`src/rtl/merge_control.sv`:
```
// merge_control -- decision unit of the 2-way streaming merger.
//
// Each cycle picks which input FIFO head (A or B) feeds the next 16-tuple
// block into the bitonic network. It also decides whether the pipeline
// stalls, and which half of the network output goes downstream.
//
// A block whose lowest tuple is all-zero terminates a run. Runs are merged
// pairwise up to their terminators. The terminator pair is then consumed
// over two cycles:
//   - A's terminator, while flushing the held larger half;
//   - then B's terminator.
//
// Ports:
//   i_clk            clock, state changes on rising edge
//   i_rst_n          synchronous active-low reset
//   i_fifo_out_full  downstream cannot accept a block this cycle
//   i_a_min_zero     FIFO A head is a terminator
//   i_b_min_zero     FIFO B head is a terminator
//   i_a_lte_b        key(A head lowest) <= key(B head lowest)
//   i_a_empty        FIFO A has no valid head
//   i_b_empty        FIFO B has no valid head
//   select_A         1 = dequeue/use A head, 0 = dequeue/use B head
//   stall            1 = no dequeue, pipeline holds
//   switch_output    1 = emit larger half of network output, 0 = smaller half
module merge_control (
  input  logic i_clk,
  input  logic i_rst_n,
  input  logic i_fifo_out_full,
  input  logic i_a_min_zero,
  input  logic i_b_min_zero,
  input  logic i_a_lte_b,
  input  logic i_a_empty,
  input  logic i_b_empty,
  output logic select_A,
  output logic stall,
  output logic switch_output
);

  typedef enum logic [0:0] {
    MERGE   = 1'b0,
    FLUSH_B = 1'b1
  } state_e;

  state_e state_q, state_d;

  // Outputs are combinational so the dequeue lands in the same cycle as the
  // decision; only the MERGE/FLUSH_B phase is registered.
  always_comb begin
    state_d       = state_q;
    select_A      = 1'b0;
    stall         = 1'b1;
    switch_output = 1'b0;

    if (!i_rst_n) begin
      // Outputs held at their safe values; any flush in progress is dropped.
      state_d = MERGE;
    end else begin
      case (state_q)
        MERGE: begin
          stall = i_fifo_out_full | i_a_empty | i_b_empty;
          if (i_a_min_zero && i_b_min_zero) begin
            // Both runs ended: take A's terminator and flush the held
            // larger half, then consume B's terminator next cycle.
            select_A      = 1'b1;
            switch_output = !stall;
            if (!stall) state_d = FLUSH_B;
          end else if (i_a_min_zero) begin
            select_A = 1'b0;
          end else if (i_b_min_zero) begin
            select_A = 1'b1;
          end else begin
            select_A = i_a_lte_b;
          end
        end

        FLUSH_B: begin
          // Only B's head matters here; A may be empty without stalling.
          stall = i_fifo_out_full | i_b_empty;
          if (!stall) state_d = MERGE;
        end

        default: state_d = MERGE;
      endcase
    end
  end

  always_ff @(posedge i_clk) begin
    if (!i_rst_n) state_q <= MERGE;
    else          state_q <= state_d;
  end

endmodule

```
`config.mk`:
```
export PLATFORM = sky130hd
export DESIGN_NAME = merge_control
export DESIGN_NICKNAME = d
export VERILOG_FILES = /design/src/rtl/merge_control.sv
export SDC_FILE = /design/constraint.sdc
export NUM_CORES = 1
export LEC_CHECK = 0
export BUFFER_PORTS_ARGS = -buffer_cell sky130_fd_sc_hd__buf_2
export CAP_MARGIN = 10
export CORE_AREA = 2 2 39 41
export CTS_BUF_LIST = sky130_fd_sc_hd__clkbuf_4 sky130_fd_sc_hd__clkbuf_8 sky130_fd_sc_hd__clkbuf_16
export DETAILED_ROUTE_END_ITERATION = 8
export DIE_AREA = 0 0 41 43
export GPL_ROUTABILITY_DRIVEN = 1
export PLACE_DENSITY = 0.3
export SETUP_SLACK_MARGIN = 0.05
export SYNTH_ARGS = -nofsm -noshare
export SYNTH_HDL_FRONTEND = slang
export SYNTH_SLANG_ARGS = --single-unit
```
`constraint.sdc`:
```
create_clock -name i_clk -period 1.85 [get_ports i_clk]
set_input_delay 0.185 -clock i_clk [delete_from_list [all_inputs] [get_ports i_clk]]
set_output_delay 0.185 -clock i_clk [all_outputs]
set_load 0.05 [all_outputs]
```
# --- Yosys cells after proc, flatten, opt, wreduce, memory -nomap -nowiden ---
# Cells that the tools add are included.
# Widths: inputs -> output; s select.
totals:
  reg_bits: 1
  latchBits: 0
  mem_bits_rw: 0
  mem_bits_ro: 0
  out_inout_bits: 3
  wordCells: 21
  mem_count: 0
op_classes:
  n_addsub: 0
  n_mul: 0
  n_div: 0
  n_lt_le_gt_ge: 0
  eq_ne: 0
  shift: 0
  muxes: 14
  bitwise: 4
  reduce_logical: 2
op_table:
  columns: ["op", "n"]
  rows:
  - ["$mux 1", 12]
  - ["$pmux 1 s2", 2]
  - ["$or 1x1->1", 3]
  - ["$logic_and 1x1->1", 1]
  - ["$logic_not 1->1", 1]
  - ["$not 1->1", 1]

# --- Depth between registers and ports, before layout ---
depth:
  word_depth: 6
  depth_mapped: 2
  ltp_nobuf: 2

# --- Worst setup path before layout ---
# No wires, ideal clock.
synth_path:
  path_kind: "reg2out"
  from: "reg state_q"
  to: "out switch_output"
  arrival_ps: 1974
  required_ps: 1665
  path_slack_ps: -309
  stages_incl_launch_ff: 3
  n_path_buf: 0
  cell_sequence: "dfxtp_1 -> nand2b_1 -> nor4_1"
synth_between:
  elab_chain_cells: 2
synth_lines:
  columns: ["item", "line_no", "rtl"]
  rows:
  - ["start, declared", "44", "state_e state_q, state_d;"]
  - ["start signal, assigned", "89", "else state_q <= state_d;"]
  - ["$mux 1", "58", "case (state_q)"]
  - ["$mux 1", "54", "if (!i_rst_n) begin"]
  - ["end, declared", "36", "output logic switch_output"]
# No other way between the ends.

# --- Worst setup path after layout ---
# Same ends and word-level chain as after synthesis.

==> flow_metrics.py <==
metrics = {
    "global_route": {
        "grt_pass1_wl_um": 400,
        "grt_max_degree": 5,
        "grt_busiest_layer": "met1",
        "grt_remaining_overflow": 0,
        "first_global_vias": 107,
        "grt_usage": 0.0300,
        "use_met3": 0,
        "antenna_found_initial": 0,
        "grt_use_met1": 0.0667,
        "use_met2": 0.0281,
    },
    "clock_network": {
        "ctsHoldBuffers": 0,
        "insertion_delay_ps": 0,
        "cts_resized": 0,
        "cts_setup_buffers": 0,
        "clk_pin_slew_ps": 0,
    },
    "die": {
        "initial_core_util": 0.0741,
        "ioPinCount": 11,
        "core-area_um2": 1380,
        "die_area_um2": 1760,
        "core.rowCount": 14,
        "chipHeight_um": 43,
        "dieWidth_um": 41,
    },
    "logic_synthesis": {
        "ys_ff_latch": 1,
        "syn_area_um2": 103,
        "yosys_warnings": 0,
        "postSynthAreaPerCell_um2": 7.89,
        "synth.distinct_cells": 11,
        "synthCells": 13,
        "ys_seq_area_frac": 0.195,
        "syn_nets": 21,
    },
    "layout": {
        "reg_top3": "state_q: 1 flops",
        "area.growth.synth_to_final_pct": 74.4,
        "drive_gt1_frac": 0.522,
        "regMostFlops": "state_q",
        "diodes": 0,
        "final_net_count": 33,
        "largest_reg_flops": 1,
    },
    "power": {
        "combPwrFrac": 0.574,
        "switching_share": 0.371,
        "pwr-share-clk": 0,
        "cellLeakagePower_nw": 0.0802,
        "p_per_area_nw_per_um2": 297,
        "power.share.sequential": 0.426,
        "peakVddDrop_mv": 0.103,
        "p_int_w": 0.0000334,
        "p_sw_w": 0.0000197,
    },
    "placed_design": {
        "place_ws_ps": 642,
        "port_buffers": 10,
        "gp_congestion": 0.593,
    },
    "detailed_routing": {
        "drcViolationCount": 0,
        "drtIter0Drc": 1,
        "vias": 128,
        "wl_um": 302,
        "routed_via_density": 3.28,
        "postRouteAntennaNets": 0,
        "avgRoutedWirePerCell_um": 7.74,
        "firstDrtPassIters": 2,
    },
    "job": {
        "cap_violations": 0,
    },
    "timing": {
        "period_share": 0.643,
        "hold_ws_ps": 422,
        "drv_slew": 0,
        "fmax_mhz": 841,
        "rsz0062_at_grt": "no",
        "tightest_slew_ps": 229,
        "fin_tns_setup_ps": 0,
        "setup_viol": 0,
        "period_needed_ps": 1190,
        "slew_headroom": 0.846,
        "hold_viol_final": 0,
        "finClkSkew_ps": 0,
        "worst_slack_ps": 661,
    },
    "critical_path": {
        "cp-end-kind": "primary output",
        "worstPathMaxFanout": 3,
        "cp.required_ps": 1660,
        "crit_type": "reg2out",
        "startpoint_type": "flip-flop",
        "arrival_ps": 1000,
    },
    "run_status": {
        "status": "finished clean",
    },
    "worst_hold_path": {
        "hold_class": "in2reg",
    },
}
==> power groups by stage <==
stage | Combinational, W | Clock [W] | Sequential [W]
floorplan | 0.0000165 | 0 | 0.0000226
detailed placement | 0.0000306 | 0 | 0.0000226
global placement | 0.0000301 | 0 | 0.0000226
CTS | 0.0000307 | 0 | 0.0000226
global route | 0.0000327 | 0 | 0.0000226
finish | 0.0000305 | 0 | 0.0000226
==> per-layer routing <==
| metal | routed length [um] | vias to the layer above |
|---|---|---|
| met2 | 60 | 11 |
| met4 | 0 | 0 |
| met3 | 57 | 0 |
| li1 | - | 71 |
| met5 | 0 | - |
| met1 | 184 | 46 |
==> area by class of cell <==
| class | count | area, um^2 |
|---|---|---|
| fill | 156 | 1200 |
| inverter | 1 | 3.75 |
| multi-input combinational | 11 | 85.1 |
| sequential | 1 | 20.0 |
| tap | 16 | 20.0 |
| timing repair buffer | 10 | 50.0 |
==> worst paths after layout <==
path                   from            end  slack, ps  depth (start not counted)
hold / removal    i_a_empty        state_q        420                          2
hold reg to reg     state_q        state_q        500                          2
setup / recovery    state_q  switch_output        660                          3
setup reg to reg    state_q        state_q        990                          2
==> critical path: stages (launching register included) <==
cell      delay (ps)
dfxtp_1          290
nand2b_1         180
nor4_2           230
buf_2            300
==> cells in the final DEF (no fill, tap or decap), drive strengths merged <==
| cell | n |
|---|---|
| dfxtp | 1 |
| o211ai | 1 |
| nand2b | 3 |
| a21oi | 1 |
| nand3b | 1 |
| or3b | 1 |
| nor2 | 1 |
| nand3 | 1 |
| o41ai | 1 |
| inv | 1 |
| nor4 | 1 |
| buf | 10 |
==> Yosys cell counts <==
library cell / number / area [um^2]
or3b_1: 1 / 8.76
a21oi_1: 1 / 5.00
nor2_1: 1 / 3.75
o211ai_1: 1 / 7.51
nor4_1: 1 / 6.26
nand2b_1: 3 / 18.8
dfxtp_1: 1 / 20.0
o41ai_2: 1 / 16.3
nand3b_1: 1 / 7.51
nand3_1: 1 / 5.00
inv_1: 1 / 3.75
==> through the flow <==
stage	std cells	utilization	instance area, um^2	total power [W]
2_1_floorplan	13	-	109	0.0000390
3_3_place_gp	39	0.129	179	0.0000527
3_5_place_dp	39	0.129	179	0.0000532
4_1_cts	39	0.129	179	0.0000533
5_1_grt	39	0.129	179	0.0000553
6_report	39	0.129	179	0.0000531
==> logic make-up (layout without fill, tap and decap cells) <==
group | count (synthesis) | count (layout) | share of synthesized area
AOI/OAI and AO/OA | 3 | 3 | 0.281
buffers and inverters | 1 | 11 | 0.0366
and+or+nand+nor | 8 | 8 | 0.488
DFF | 1 | 1 | 0.195
(Power assumes the default switching activity.)
